## config.mk

```make
export PLATFORM = sky130hd
export DESIGN_NAME = config_bank_writer
export DESIGN_NICKNAME = d
export VERILOG_FILES = /design/src/rtl/config_bank_writer.sv
export SDC_FILE = /design/constraint.sdc
export NUM_CORES = 1
export LEC_CHECK = 0
export ABC_AREA = 1
export BUFFER_PORTS_ARGS = -buffer_cell sky130_fd_sc_hd__buf_2
export CAP_MARGIN = 40
export CORE_MARGIN = 2
export CORE_UTILIZATION = 50
export DETAILED_ROUTE_END_ITERATION = 6
export PLACE_DENSITY_LB_ADDON = 0.3
export SKIP_LAST_GASP = 1
export SLEW_MARGIN = 0
export SYNTH_ARGS = -nofsm -noshare
export SYNTH_HDL_FRONTEND = slang
export SYNTH_SLANG_ARGS = --single-unit
```

## constraint.sdc

```tcl
create_clock -name prog_clk -period 3.7 [get_ports prog_clk]
set_input_delay 0.185 -clock prog_clk [delete_from_list [all_inputs] [get_ports prog_clk]]
set_output_delay 0.185 -clock prog_clk [all_outputs]
set_load 0.03 [all_outputs]
```

## src/rtl/config_bank_writer.sv

```systemverilog
// -----------------------------------------------------------------------------
// config_bank_writer
//
// Initiator side of the tile configuration-bank interface. A frame is opened
// with start, then NUM_WORDS bitstream bits are accepted one at a time over a
// valid/ready handshake. Each bit is written to the tile with a one-cycle
// enable strobe at an ascending address (0, 1, 2, ...). Every bit takes at
// least three cycles: WAIT (handshake), STROBE (enable high), HOLD (address
// and data held with enable low, giving the tile hold time).
//
// Ports
//   prog_clk  in   configuration clock, all logic on the rising edge
//   pReset    in   synchronous active-high reset, highest priority
//   start     in   open a frame (only looked at in IDLE)
//   abort     in   cancel the frame in progress (any non-IDLE state)
//   bs_valid  in   bitstream bit available
//   bs_data   in   bitstream bit value
//   bs_ready  out  writer accepts a bit this cycle (WAIT and no abort)
//   enable    out  registered one-cycle write strobe to the tile decoder
//   address   out  registered bank address, binary, address[0] is the MSB
//   data_in   out  registered bit being written
//   busy      out  high while in WAIT, STROBE or HOLD
//   done      out  one-cycle pulse once all NUM_WORDS bits are written
//   wr_count  out  strobes issued in the current or most recent frame
// -----------------------------------------------------------------------------
module config_bank_writer #(
    parameter int ADDR_WIDTH = 4,
    parameter int NUM_WORDS  = 16
) (
    input  logic                  prog_clk,
    input  logic                  pReset,
    input  logic                  start,
    input  logic                  abort,
    input  logic                  bs_valid,
    input  logic                  bs_data,
    output logic                  bs_ready,
    output logic                  enable,
    output logic [0:ADDR_WIDTH-1] address,
    output logic                  data_in,
    output logic                  busy,
    output logic                  done,
    output logic [0:ADDR_WIDTH]   wr_count
);

    typedef enum logic [2:0] {
        S_IDLE,
        S_WAIT,
        S_STROBE,
        S_HOLD,
        S_DONE
    } state_e;

    localparam logic [0:ADDR_WIDTH-1] LAST_ADDR = ADDR_WIDTH'(NUM_WORDS - 1);
    localparam logic [0:ADDR_WIDTH-1] ADDR_INC  = ADDR_WIDTH'(1);
    localparam logic [0:ADDR_WIDTH]   CNT_INC   = (ADDR_WIDTH + 1)'(1);

    state_e                  state_q,    state_d;
    logic                    enable_q,   enable_d;
    logic [0:ADDR_WIDTH-1]   address_q,  address_d;
    logic                    data_in_q,  data_in_d;
    logic                    done_q,     done_d;
    logic [0:ADDR_WIDTH]     wr_count_q, wr_count_d;

    logic                    handshake;

    // An abort in WAIT drops ready so the bit on bs_data stays with the source.
    assign bs_ready  = (state_q == S_WAIT) && !abort;
    assign handshake = bs_valid && bs_ready;

    always_comb begin
        // NOTE: every signal gets a default before the case so no path leaves
        // it unassigned; otherwise synthesis infers a latch to hold the value.
        state_d    = state_q;
        enable_d   = 1'b0;
        address_d  = address_q;
        data_in_d  = data_in_q;
        done_d     = 1'b0;
        wr_count_d = wr_count_q;

        case (state_q)
            S_IDLE: begin
                if (start) begin
                    state_d    = S_WAIT;
                    address_d  = '0;
                    wr_count_d = '0;
                end
            end

            S_WAIT: begin
                if (abort) begin
                    state_d = S_IDLE;
                end else if (handshake) begin
                    state_d   = S_STROBE;
                    data_in_d = bs_data;
                    enable_d  = 1'b1;
                end
            end

            S_STROBE: begin
                // enable is already on the wire this cycle, so even an abort
                // here lets the strobe finish and it is counted.
                wr_count_d = wr_count_q + CNT_INC;
                state_d    = abort ? S_IDLE : S_HOLD;
            end

            S_HOLD: begin
                if (abort) begin
                    state_d = S_IDLE;
                end else if (address_q == LAST_ADDR) begin
                    state_d = S_DONE;
                    done_d  = 1'b1;
                end else begin
                    state_d   = S_WAIT;
                    address_d = address_q + ADDR_INC;
                end
            end

            S_DONE: begin
                // start is deliberately not looked at here; a new frame needs IDLE.
                state_d = S_IDLE;
            end

            default: begin
                state_d = S_IDLE;
            end
        endcase
    end

    always_ff @(posedge prog_clk) begin
        // NOTE: state registers use non-blocking assignments so every flop
        // samples the pre-edge values, independent of statement order.
        if (pReset) begin
            state_q    <= S_IDLE;
            enable_q   <= 1'b0;
            address_q  <= '0;
            data_in_q  <= 1'b0;
            done_q     <= 1'b0;
            wr_count_q <= '0;
        end else begin
            state_q    <= state_d;
            enable_q   <= enable_d;
            address_q  <= address_d;
            data_in_q  <= data_in_d;
            done_q     <= done_d;
            wr_count_q <= wr_count_d;
        end
    end

    assign enable   = enable_q;
    assign address  = address_q;
    assign data_in  = data_in_q;
    assign done     = done_q;
    assign wr_count = wr_count_q;
    assign busy     = (state_q == S_WAIT) || (state_q == S_STROBE) || (state_q == S_HOLD);

endmodule

```

==> results of run 1 <==
==> Yosys cell counts <==
| cell type | instances | share of area (%) |
|---|---|---|
| sky130_fd_sc_hd__nor3_2 | 2 | 2.5 |
| sky130_fd_sc_hd__nor2_2 | 4 | 3.1 |
| sky130_fd_sc_hd__ha_1 | 2 | 3.1 |
| sky130_fd_sc_hd__a21oi_1 | 10 | 6.2 |
| sky130_fd_sc_hd__nand3_1 | 10 | 6.2 |
| sky130_fd_sc_hd__inv_1 | 9 | 4.2 |
| sky130_fd_sc_hd__buf_4 | 1 | 0.93 |
| sky130_fd_sc_hd__o21ai_1 | 1 | 0.62 |
| sky130_fd_sc_hd__dfxtp_1 | 15 | 37 |
| sky130_fd_sc_hd__nand3_2 | 1 | 1.2 |
| sky130_fd_sc_hd__nor4_1 | 2 | 1.6 |
| sky130_fd_sc_hd__xnor2_1 | 1 | 1.1 |
| sky130_fd_sc_hd__clkbuf_1 | 1 | 0.46 |
| sky130_fd_sc_hd__nand2_2 | 2 | 1.6 |
| sky130_fd_sc_hd__nand2_4 | 2 | 2.8 |
| sky130_fd_sc_hd__nand4_1 | 5 | 3.9 |
| sky130_fd_sc_hd__nand3b_1 | 3 | 2.8 |
| sky130_fd_sc_hd__nand2_1 | 24 | 11 |
| sky130_fd_sc_hd__inv_2 | 3 | 1.4 |
| sky130_fd_sc_hd__o21bai_1 | 1 | 0.93 |
| sky130_fd_sc_hd__a21oi_2 | 2 | 2.2 |
| sky130_fd_sc_hd__nor2_4 | 1 | 1.4 |
| sky130_fd_sc_hd__o21ai_0 | 2 | 1.2 |
| sky130_fd_sc_hd__nor2_1 | 5 | 2.3 |
==> cell type report <==
cell class              count  area [µm²]  area share [%]
inverters                  12        45.0            4.80
repair buffers             19        95.1            10.1
well taps                  16        20.0            2.13
multi-input cells          80         450            48.0
clock buffers               3        22.5            2.40
clock inverters             1        5.00           0.533
flip-flops and latches     15         300            32.0
==> logic make-up (layout without fill, tap and decap cells) <==
family / after synthesis / after routing
buf+inv: 14 / 35
simple gates: 61 / 61
fa+ha+maj: 2 / 2
compound gates: 16 / 16
flops: 15 / 15
xor+xnor: 1 / 1
==> registers in the layout, indices dropped and copies added (netlist names) <==
register / cells
data_in: 1
enable: 1
wr_count: 5
done: 1
address: 4
state_q: 3
==> power groups by stage <==
stage	Clock [mW]	Combinational, mW	Sequential (mW)
after floorplan	0	0.0514	0.184
after global placement	0	0.0739	0.179
after detailed placement	0	0.0743	0.179
after CTS	0.0960	0.0744	0.175
after global routing	0.105	0.0828	0.176
final	0.0953	0.0744	0.175
==> layout by cell type (no fill, tap or decap), types with 4 or more instances in the layout <==
cell,instances
sky130_fd_sc_hd__nor2_2,4
sky130_fd_sc_hd__nor2_1,5
sky130_fd_sc_hd__dfxtp_1,15
sky130_fd_sc_hd__nand3_1,10
sky130_fd_sc_hd__nand2_1,24
sky130_fd_sc_hd__a21oi_1,10
sky130_fd_sc_hd__nand4_1,5
sky130_fd_sc_hd__buf_2,19
sky130_fd_sc_hd__inv_1,9
==> worst paths after layout <==
| kind | from | to | slack [ns] |
|---|---|---|---|
| setup / recovery | state_q[0]$_SDFFE_PP0P_ | bs_ready | 2.12 |
| hold / removal | bs_data | data_in$_SDFFE_PP0P_ | 0.15 |
| setup reg to reg | address[3]$_SDFFE_PP0P_ | address[0]$_SDFFE_PP0P_ | 2.36 |
| hold reg to reg | data_in$_SDFFE_PP0P_ | data_in$_SDFFE_PP0P_ | 0.47 |
==> worst max-delay path: cells and delay by family, from the launching register on <==
family	cells	cell delay (ns)
DFF	1	0.46
and+or+nand+nor	3	0.35
buffers and inverters	2	0.30
==> per-layer routing <==
metal	track usage, %	vias up	routed length (µm)	part of all wire, %
met5	0	-	0	0
li1	-	410	-	-
met1	22.7	364	706	44
met3	4.08	4	88	5.5
met2	30.3	22	774	48
met4	13.9	0	39	2.4
==> metrics by stage <==
| stage | cells | instance area, µm² | hold slack [ns] | worst slack [ns] |
|---|---|---|---|---|
| after floorplan | 109 | 807 | 0.264 | 2.26 |
| after global placement | 142 | 911 | 0.453 | 2.40 |
| after detailed placement | 142 | 911 | 0.455 | 2.40 |
| after CTS | 146 | 938 | 0.150 | 2.13 |
| after global routing | 146 | 938 | 0.155 | 2.03 |
| final | 146 | 938 | 0.150 | 2.12 |
==> tab_implementation.tex, run 1 <==
\begin{tabular}{lr}
\hline
Metric & Value \\
\hline
\multicolumn{2}{l}{\textbf{Clocking}} \\
\quad Post-CTS repair timing setup buffer count & 0 \\
\quad Clock transition at the registers of the reported paths & 0.08 ns \\
\quad Max H-tree Level & 1 \\
\quad TritonCTS buffer count & 3 \\
\quad Root cell of the clock tree & sky130\_fd\_sc\_hd\_\_clkbuf\_4 \\
\quad TritonCTS clock tree & yes \\
\quad Clock sink count & 15 \\
\quad Clock latency on the worst-skew pair & 0.29 ns \\
\quad Total of cells resized after clock tree synthesis & 0 \\
\quad Hold Buf Count CTS & 0 \\
\quad Clock Tree Buf Depth & 2 \\
\multicolumn{2}{l}{\textbf{STA}} \\
\quad Sum Neg Setup Slack & 0 ns \\
\quad Highest achievable clock rate & 635 MHz \\
\quad Final Max Slew Viols & 0 \\
\quad Max transition margin & between 70\% and 80\% \\
\quad Fin crit share & about 43\% \\
\quad RSZ-0062 raised after global routing & false \\
\quad Skew final & between 0.008 and 0.009 ns \\
\quad Final number of setup-violating endpoints & 0 \\
\quad Slew at the pin with the worst max-slew slack & around 0.39 ns \\
\quad Fin. Hold Viols & 0 \\
\quad Minimum clock period & 1.58 ns \\
\multicolumn{2}{l}{\textbf{Setup path}} \\
\quad Category of the worst setup path capture point & output port \\
\quad Type of the setup path with the least slack & reg -> out \\
\quad Crit start category & flip-flop \\
\quad Worst path required time & about 3.5 ns \\
\quad Delay of the slowest cell on the worst path & $\sim$0.46 ns \\
\quad Critical-path maximum fanout & 5 \\
\quad FF-to-FF path depth & 7 \\
\quad Cell-by-cell trace of the critical path & inv\_2 > nor2\_2 > nand2\_2 > nor2\_4 > buf\_2 \\
\quad Data arrival time of the critical path & 1.39 ns \\
\quad Standard cell with the maximum stage delay on the critical path & sky130\_fd\_sc\_hd\_\_dfxtp\_1 \\
\multicolumn{2}{l}{\textbf{GRT}} \\
\quad Vias in the first global route & around 680 \\
\quad Number of antenna violations at the first check in global routing & 0 \\
\quad Wire length of the first global-routing pass & about 2800 µm \\
\quad All-Layer GR Usage & between 10\% and 20\% \\
\quad Global route overflow & 0 \\
\quad Largest net degree at the start of global routing & 13 \\
\multicolumn{2}{l}{\textbf{Logic synthesis}} \\
\quad Part of the Yosys area used for sequential elements & between 30\% and 40\% \\
\quad Main combinational cell family by area after synthesis & simple AND/OR/NAND/NOR gates \\
\quad Mapped Nets & approximately 120 \\
\quad Adder-cell share of the synthesized area & between 3 and 4\% \\
\quad Synthesized instance count & between 100 and 150 \\
\quad Synth Area in Compound Gates & approximately 11\% \\
\quad Average instance area after synthesis & between 7 and 8 µm² \\
\quad Mux contribution to synthesized area & 0\% \\
\quad Yosys warnings & 0 \\
\quad Post-synthesis register bit count & 15 \\
\quad Synthesized-area fraction occupied by xor and xnor cells & 1.09\% \\
\quad Post-synthesis share of cell area spent on and, or, nand and nor gates & roughly two fifths \\
\quad Number of unique standard cell types used by synthesis & 24 \\
\quad Cell Area, Synth & 807 µm² \\
\multicolumn{2}{l}{\textbf{Detailed routing}} \\
\quad Average vias per placed instance & approximately 5.5 \\
\quad Drt wl/cell & about 11 µm \\
\quad Detailed Routing Iterations Pass 1 & 4 \\
\quad Via Count & 800 \\
\quad DRC violations left & 0 \\
\quad WL final & around 1600 µm \\
\quad Number of nets still failing antenna checks after routing & 0 \\
\quad Iteration-0 DRC Markers & 17 \\
\multicolumn{2}{l}{\textbf{Floorplan}} \\
\quad Placement Rows & 14 \\
\quad Die width & approximately 44 µm \\
\quad Area of the placeable core & 0.00151 mm² \\
\quad Die height & between 40 and 50 µm \\
\quad Effective utilization at floorplan & 53.6\% \\
\quad I/O pin cnt & 20 \\
\quad Total die area & a little under 0.002 mm² \\
\multicolumn{2}{l}{\textbf{Power}} \\
\quad Part of the power in combinational logic & between 20\% and 30\% \\
\quad PnR Total Power & around 0.34 mW \\
\quad Internal power & 0.231 mW \\
\quad Clk pwr share & approximately 28\% \\
\quad Switching power as a share of total power & around a third \\
\quad Sequential group share of total power & 50.8\% \\
\quad Switching power & 0.114 mW \\
\quad Maximum resistive drop on vdd & around 210 µV \\
\quad P\_leak & about 0.42 nW \\
\quad Power per cell area & about 370 mW/mm² \\
\multicolumn{2}{l}{\textbf{Layout}} \\
\quad Synth-to-layout area growth & 16.3\% \\
\quad Fill cell total of the finished layout & 130 \\
\quad Proportion of layout cells with a drive suffix above 1 & between 30\% and 40\% \\
\quad Share of the core filled with cells & about 62\% \\
\quad Number of inserted diodes & 0 \\
\quad Final-stage net count & roughly 140 \\
\multicolumn{2}{l}{\textbf{Place}} \\
\quad HPWL reported at the end of detailed placement & about 1200 µm \\
\quad Count of buffers inserted at the top-level ports & 19 \\
\quad Final estimated routing congestion in global placement & about 0.87 \\
\multicolumn{2}{l}{\textbf{Hold path}} \\
\quad Path category of the worst min-delay check & in -> reg \\
\quad Instance count along the most critical hold path & 3 \\
\multicolumn{2}{l}{\textbf{Job}} \\
\quad Number of max-capacitance violations reported & 0 \\
\multicolumn{2}{l}{\textbf{Status}} \\
\quad Run status & finished, final reports clean \\
\hline
\end{tabular}
(Power assumes the default switching activity.)
==> run 2: changes to the inputs <==
CORE_UTILIZATION = 45   (was 50)
clock period = 1.34 ns   (was 3.7 ns; I/O delays follow)
==> run 2 against run 1 <==
Clock skew fell by 0.0067 ns. Non-clock buffer count rose by 5. Worst setup slack got worse by 2.0 ns. Flip-flop and latch count did not move. Critical path depth fell by 1. Combinational power rose to 3.2 times the previous value. Count of clock-buffer cells in the layout rose by 1. Sequential power rose to 2.7 times the previous value. Via count rose by 2.8%. Sequential share of layout area fell by 1.3 points. First-iteration DRC count fell by 5.9%. Worst hold slack got worse by 0.11 ns. Largest cell class unchanged. Highest routed layer unchanged.
==> tab_implementation.tex, run 2 (synthesized netlist as in run 1, its figures left out) <==
\begin{tabular}{lr}
\hline
Metric & Value \\
\hline
\multicolumn{2}{l}{\textbf{Detailed routing}} \\
\quad Iteration-0 DRC Markers & 16 \\
\quad Via Count & $\sim$800 \\
\quad Drt wl/cell & between 10 and 15 µm \\
\quad Number of nets still failing antenna checks after routing & 0 \\
\quad WL final & 1840 µm \\
\quad DRC violations left & 0 \\
\quad Detailed Routing Iterations Pass 1 & 6 \\
\quad Average vias per placed instance & $\sim$5 \\
\multicolumn{2}{l}{\textbf{Setup path}} \\
\quad Buffers plus inverters on the worst setup path & 1 \\
\quad Standard cell with the maximum stage delay on the critical path & sky130\_fd\_sc\_hd\_\_dfxtp\_2 \\
\quad R2R setup slack & 0.12 ns \\
\quad Category of the worst setup path capture point & output port \\
\quad Cell-by-cell trace of the critical path & nor2\_4 > nand2\_2 > nor2\_4 > buf\_6 \\
\quad Type of the setup path with the least slack & reg -> out \\
\quad FF-to-FF path depth & 8 \\
\quad Delay of the slowest cell on the worst path & roughly 0.38 ns \\
\quad Critical register-to-register path endpoint & address[2]\$\_SDFFE\_PP0P\_ \\
\quad Startpoint of the worst register-to-register path & address[3]\$\_SDFFE\_PP0P\_ \\
\quad Most used cell along the critical path & sky130\_fd\_sc\_hd\_\_nor2\_4 \\
\quad Data arrival time of the critical path & approximately 1.2 ns \\
\quad Worst path required time & $\sim$1.3 ns \\
\quad Cell family with the largest share of critical-path delay & flip-flops \\
\quad Critical-path maximum fanout & 6 \\
\quad Crit start category & flip-flop \\
\multicolumn{2}{l}{\textbf{STA}} \\
\quad Sum Neg Setup Slack & 0 ns \\
\quad Minimum clock period & about 1.3 ns \\
\quad RSZ-0062 raised after global routing & false \\
\quad Highest achievable clock rate & approximately 800 MHz \\
\quad Fin crit share & slightly above 90\% \\
\quad Slew at the pin with the worst max-slew slack & 0.419 ns \\
\quad Final number of setup-violating endpoints & 0 \\
\quad Final Max Slew Viols & 0 \\
\quad Final Worst Setup Slack & about 0.089 ns \\
\quad Max transition margin & roughly 72\% \\
\quad Fin. Hold Viols & 0 \\
\quad Skew final & 0.00176 ns \\
\multicolumn{2}{l}{\textbf{Power}} \\
\quad Switching power & roughly 0.32 mW \\
\quad Maximum resistive drop on vdd & about 590 µV \\
\quad P\_leak & 0.441 nW \\
\quad Switching power as a share of total power & between 30 and 40\% \\
\quad PnR Total Power & slightly below 1 mW \\
\quad Power per cell area & between 900 and 1000 mW/mm² \\
\quad Sequential group share of total power & 49.0\% \\
\quad Part of the power in combinational logic & between 20 and 25\% \\
\quad Internal power & roughly 0.66 mW \\
\quad Clk pwr share & between 20\% and 30\% \\
\multicolumn{2}{l}{\textbf{Layout}} \\
\quad Synth-to-layout area growth & 25.9\% \\
\quad Most frequent standard cell in the layout excluding fill and tap cells & sky130\_fd\_sc\_hd\_\_nand2\_1 \\
\quad Flip-flop count of the largest register, all copies and words added & 5 \\
\quad Fin area & between 0.001 and 0.0015 mm² \\
\quad Final-stage net count & $\sim$140 \\
\quad Number of inserted diodes & 0 \\
\quad Leading cell types in the layout, fill and taps excluded & 24 x sky130\_fd\_sc\_hd\_\_nand2\_1, 18 x sky130\_fd\_sc\_hd\_\_buf\_2, 10 x sky130\_fd\_sc\_hd\_\_a21oi\_1, 10 x sky130\_fd\_sc\_hd\_\_dfxtp\_1 \\
\quad Post-layout instance count excluding filler cells & 160 \\
\quad Fill cell total of the finished layout & between 150 and 200 \\
\quad Proportion of layout cells with a drive suffix above 1 & a little under two fifths \\
\multicolumn{2}{l}{\textbf{Job}} \\
\quad Number of max-capacitance violations reported & 0 \\
\multicolumn{2}{l}{\textbf{GRT}} \\
\quad All-Layer GR Usage & a little under a fifth \\
\quad Vias in the first global route & 716 \\
\quad Global route overflow & 0 \\
\quad Largest net degree at the start of global routing & 13 \\
\quad Wire length of the first global-routing pass & approximately 2800 µm \\
\quad Number of antenna violations at the first check in global routing & 0 \\
\multicolumn{2}{l}{\textbf{Hold path}} \\
\quad Destination of the worst hold path & data\_in\$\_SDFFE\_PP0P\_ \\
\quad Path category of the worst min-delay check & in -> reg \\
\quad Instance count along the most critical hold path & 3 \\
\quad Hold path startpoint & bs\_data \\
\multicolumn{2}{l}{\textbf{Clocking}} \\
\quad TritonCTS clock tree & yes \\
\quad Root cell of the clock tree & sky130\_fd\_sc\_hd\_\_clkbuf\_4 \\
\quad TritonCTS buffer count & 3 \\
\quad Clock sink count & 15 \\
\quad Clock transition at the registers of the reported paths & roughly 0.090 ns \\
\quad Clock latency on the worst-skew pair & about 0.28 ns \\
\quad Hold Buf Count CTS & 0 \\
\quad Clock Tree Buf Depth & 2 \\
\quad Max H-tree Level & 1 \\
\multicolumn{2}{l}{\textbf{Floorplan}} \\
\quad Effective utilization at floorplan & a little under half \\
\quad Placement Rows & 15 \\
\quad I/O pin cnt & 20 \\
\quad Die width & 46.4 µm \\
\quad Area of the placeable core & roughly 0.0017 mm² \\
\quad Die height & $\sim$46 µm \\
\quad Total die area & between 0.002 and 0.0025 mm² \\
\multicolumn{2}{l}{\textbf{Status}} \\
\quad Run status & finished, final reports clean \\
\multicolumn{2}{l}{\textbf{Place}} \\
\quad HPWL reported at the end of detailed placement & approximately 1300 µm \\
\quad Count of buffers inserted at the top-level ports & 19 \\
\quad Pre-CTS WS & a little under 0.06 ns \\
\quad Final estimated routing congestion in global placement & roughly 0.80 \\
\quad DP Area & about 940 µm² \\
\quad Number of placed instances, taps included & between 150 and 200 \\
\hline
\end{tabular}
-- run 2: metal layers --
metal / wire (µm) / track usage, %
met2: 920 / 30.8
met1: 782 / 22.8
met4: 30 / 8.57
met5: 0 / 0
met3: 102 / 3.53
-- run 2: cell type report --
| cell class | count | area (µm²) | area share (%) |
|---|---|---|---|
| clock buffers | 4 | 26.3 | 2.59 |
| inverters | 12 | 45.0 | 4.43 |
| multi-input cells | 80 | 463 | 45.6 |
| flip-flops and latches | 15 | 312 | 30.7 |
| well taps | 25 | 31.3 | 3.08 |
| repair buffers | 24 | 139 | 13.7 |
-- run 2: worst min-delay path, cell delays in order --
cell and delay (ns):
sky130_fd_sc_hd__buf_2 0.10, sky130_fd_sc_hd__nand3_2 0.07, sky130_fd_sc_hd__a21oi_2 0.05
-- run 2: power by group through the flow --
stage | registers, mW | logic [mW] | clock network (mW)
finish | 0.480 | 0.240 | 0.259
floorplan | 0.510 | 0.142 | 0
CTS | 0.484 | 0.215 | 0.265
global placement | 0.493 | 0.208 | 0
global route | 0.483 | 0.266 | 0.283
detailed placement | 0.493 | 0.211 | 0
-- run 2: what timing repair did --
item	in CTS	in global routing
resized for setup	3	7
setup buffers	0	3
setup endpoints to repair	1	6
pin swaps	0	1
-- run 2: worst max-delay path by stage --
stage                     cells past startpoint  slack [ns]                      end               startpoint
after global placement                        8        0.09  address[2]$_SDFFE_PP0P_  address[3]$_SDFFE_PP0P_
after detailed placement                      8        0.06  address[2]$_SDFFE_PP0P_  address[3]$_SDFFE_PP0P_
after global routing                          3       0.004                     busy  state_q[1]$_SDFFE_PP0P_
after CTS                                     4        0.01                 bs_ready  state_q[2]$_SDFFE_PP0P_
after floorplan                               8        0.04  address[2]$_SDFFE_PP0P_  address[3]$_SDFFE_PP0P_
final                                         4        0.09                 bs_ready  state_q[2]$_SDFFE_PP0P_
-- run 2: metrics by stage --
step | util [%] | hold slack [ns]
after floorplan | - | 0.146
after global placement | 55.0 | 0.337
after detailed placement | 55.0 | 0.343
after CTS | 56.9 | 0.0406
after global routing | 59.5 | 0.0421
final | 59.5 | 0.0384
==> run 3: changes to the inputs <==
RECOVER_POWER = 100   (was not set)
==> run 3 against run 2 <==
Worst hold slack got worse by 0.0019 ns. Routed wire length fell by 0.27%. Clock skew barely moved. Final cell count did not move. Non-clock buffer count did not move. Utilization fell by 1.1 points. Clock power barely moved. First-iteration DRC count rose by 13%. Critical path depth rose by 1. Sequential share of layout area rose by 0.20 points. Flip-flop and latch count did not move. Power barely moved. Critical endpoint unchanged.
==> tab_implementation.tex, run 3 (synthesized netlist as in run 1, its figures left out) <==
\begin{tabular}{lr}
\hline
Metric & Value \\
\hline
\multicolumn{2}{l}{\textbf{GRT}} \\
\quad All-Layer GR Usage & 18.5\% \\
\quad Largest net degree at the start of global routing & 13 \\
\quad Global route overflow & 0 \\
\quad Number of antenna violations at the first check in global routing & 0 \\
\quad Wire length of the first global-routing pass & 2840 µm \\
\quad Vias in the first global route & around 720 \\
\multicolumn{2}{l}{\textbf{Power}} \\
\quad Switching power & roughly 0.32 mW \\
\quad Switching power as a share of total power & approximately 32\% \\
\quad PnR Total Power & a little under 1 mW \\
\quad Clk pwr share & between 20\% and 30\% \\
\quad Maximum resistive drop on vdd & roughly 600 µV \\
\quad Sequential group share of total power & between 40\% and 50\% \\
\quad Power per cell area & between 900 and 1000 mW/mm² \\
\quad Part of the power in combinational logic & roughly 24\% \\
\quad P\_leak & between 0.3 and 0.4 nW \\
\quad Internal power & about 0.66 mW \\
\multicolumn{2}{l}{\textbf{Layout}} \\
\quad Post-layout instance count excluding filler cells & 160 \\
\quad Leading cell types in the layout, fill and taps excluded & 24 x sky130\_fd\_sc\_hd\_\_nand2\_1, 13 x sky130\_fd\_sc\_hd\_\_clkbuf\_1, 11 x sky130\_fd\_sc\_hd\_\_dfxtp\_1 \\
\quad Synth-to-layout area growth & 23.6\% \\
\quad Fill cell total of the finished layout & roughly 170 \\
\quad Flip-flop count of the largest register, all copies and words added & 5 \\
\quad Final-stage net count & 144 \\
\quad Proportion of layout cells with a drive suffix above 1 & between 20 and 30\% \\
\quad Number of inserted diodes & 0 \\
\quad Most frequent standard cell in the layout excluding fill and tap cells & sky130\_fd\_sc\_hd\_\_nand2\_1 \\
\multicolumn{2}{l}{\textbf{Place}} \\
\quad Final estimated routing congestion in global placement & approximately 0.80 \\
\quad HPWL reported at the end of detailed placement & around 1300 µm \\
\quad Number of placed instances, taps included & 153 \\
\quad Count of buffers inserted at the top-level ports & 19 \\
\multicolumn{2}{l}{\textbf{Detailed routing}} \\
\quad Number of nets still failing antenna checks after routing & 0 \\
\quad Detailed Routing Iterations Pass 1 & 5 \\
\quad Iteration-0 DRC Markers & 18 \\
\quad WL final & 1830 µm \\
\quad Drt wl/cell & roughly 11 µm \\
\quad Via Count & between 800 and 900 \\
\quad Average vias per placed instance & roughly 5.1 \\
\quad DRC violations left & 0 \\
\multicolumn{2}{l}{\textbf{Setup path}} \\
\quad Critical register-to-register path endpoint & address[2]\$\_SDFFE\_PP0P\_ \\
\quad Worst path required time & 1.27 ns \\
\quad Timing startpoint of the critical path & state\_q[0]\$\_SDFFE\_PP0P\_ \\
\quad Crit start category & flip-flop \\
\quad R2R setup slack & around 0.11 ns \\
\quad Category of the worst setup path capture point & output port \\
\quad Startpoint of the worst register-to-register path & address[3]\$\_SDFFE\_PP0P\_ \\
\quad Setup crit end & bs\_ready \\
\quad FF-to-FF path depth & 8 \\
\quad Critical-path maximum fanout & 4 \\
\quad Data arrival time of the critical path & 1.19 ns \\
\quad Type of the setup path with the least slack & reg -> out \\
\multicolumn{2}{l}{\textbf{STA}} \\
\quad Highest achievable clock rate & slightly below 800 MHz \\
\quad Sum Neg Setup Slack & 0 ns \\
\quad Final number of setup-violating endpoints & 0 \\
\quad Fin crit share & 94.0\% \\
\quad Max transition margin & between 70\% and 80\% \\
\quad Slew at the pin with the worst max-slew slack & around 0.42 ns \\
\quad Minimum clock period & 1.26 ns \\
\quad RSZ-0062 raised after global routing & false \\
\quad Skew final & about 0.0019 ns \\
\quad Final Max Slew Viols & 0 \\
\quad Fin. Hold Viols & 0 \\
\multicolumn{2}{l}{\textbf{Clocking}} \\
\quad TritonCTS clock tree & yes \\
\quad TritonCTS buffer count & 3 \\
\quad Hold Buf Count CTS & 0 \\
\quad Clock Tree Buf Depth & 2 \\
\quad Clock sink count & 15 \\
\quad Root cell of the clock tree & sky130\_fd\_sc\_hd\_\_clkbuf\_4 \\
\quad Clock latency on the worst-skew pair & 0.28 ns \\
\quad Max H-tree Level & 1 \\
\quad Clock transition at the registers of the reported paths & 0.09 ns \\
\multicolumn{2}{l}{\textbf{Status}} \\
\quad Run status & finished, final reports clean \\
\multicolumn{2}{l}{\textbf{Floorplan}} \\
\quad Placement Rows & 15 \\
\quad Die width & between 40 and 50 µm \\
\quad Die height & approximately 46 µm \\
\quad I/O pin cnt & 20 \\
\quad Total die area & roughly 0.0021 mm² \\
\quad Effective utilization at floorplan & 47.3\% \\
\quad Area of the placeable core & about 0.0017 mm² \\
\multicolumn{2}{l}{\textbf{Hold path}} \\
\quad Instance count along the most critical hold path & 3 \\
\quad Path category of the worst min-delay check & in -> reg \\
\multicolumn{2}{l}{\textbf{Job}} \\
\quad Number of max-capacitance violations reported & 0 \\
\hline
\end{tabular}
## run 3: cell count changes in the layout (fill, tap and decap cells not counted), sizes merged
cell / previous run / this run
buf: 24 / 12
clkbuf: 4 / 16
## run 3: final cells by class
class	count	area [µm²]	area share, %
Tap cell	25	31.3	3.14
Sequential cell	15	308	30.9
Inverter	12	45.0	4.52
Timing Repair Buffer	24	124	12.4
Clock buffer	4	26.3	2.63
Multi-Input combinational cell	80	463	46.4
## run 3: worst max-delay path, stage by stage, from the launching register on
cell and delay, ns:
sky130_fd_sc_hd__dfxtp_1 0.35, sky130_fd_sc_hd__inv_2 0.07, sky130_fd_sc_hd__nor2_4 0.09, sky130_fd_sc_hd__nand2_2 0.08, sky130_fd_sc_hd__nor2_4 0.16, sky130_fd_sc_hd__buf_6 0.15
## run 3: power groups by stage
| stage | logic (mW) | registers, mW | clock network (mW) |
|---|---|---|---|
| 2_1_floorplan | 0.142 | 0.510 | 0 |
| 3_3_place_gp | 0.208 | 0.493 | 0 |
| 3_5_place_dp | 0.211 | 0.493 | 0 |
| 4_1_cts | 0.215 | 0.484 | 0.265 |
| 5_1_grt | 0.263 | 0.483 | 0.283 |
| 6_report | 0.238 | 0.480 | 0.261 |
## run 3: how the worst min path moves through the flow
stage               slack [ns]  startpoint                       to
finish                    0.04     bs_data     data_in$_SDFFE_PP0P_
global route              0.04     bs_data     data_in$_SDFFE_PP0P_
CTS                       0.04     bs_data     data_in$_SDFFE_PP0P_
detailed placement        0.34     bs_data     data_in$_SDFFE_PP0P_
global placement          0.34     bs_data     data_in$_SDFFE_PP0P_
floorplan                 0.15      pReset  state_q[2]$_SDFFE_PP0P_
## run 3: repair_timing
item / CTS / global route
pin swaps: 0 / 1
endpoints found under the setup margin: 1 / 6
resized for setup: 3 / 7
endpoints found under the hold margin: 0 / 0
setup buffers: 0 / 3
## run 3: per-layer routing
| metal | up-vias | track usage (%) | routed length (µm) |
|---|---|---|---|
| met5 | - | 0 | 0 |
| met4 | 0 | 8.57 | 31 |
| met3 | 4 | 3.53 | 69 |
| met2 | 18 | 30.8 | 932 |
| met1 | 370 | 22.8 | 797 |
| li1 | 419 | - | - |
## run 3: through the flow
stage	hold WS, ns	cell area [µm²]	worst slack (ns)	util [%]
after global routing	0.0421	997	0.00428	58.4
after CTS	0.0406	972	0.00958	56.9
final	0.0365	997	0.0807	58.4
after global placement	0.337	940	0.0916	55.0
after floorplan	0.146	810	0.0396	-
after detailed placement	0.343	940	0.0593	55.0
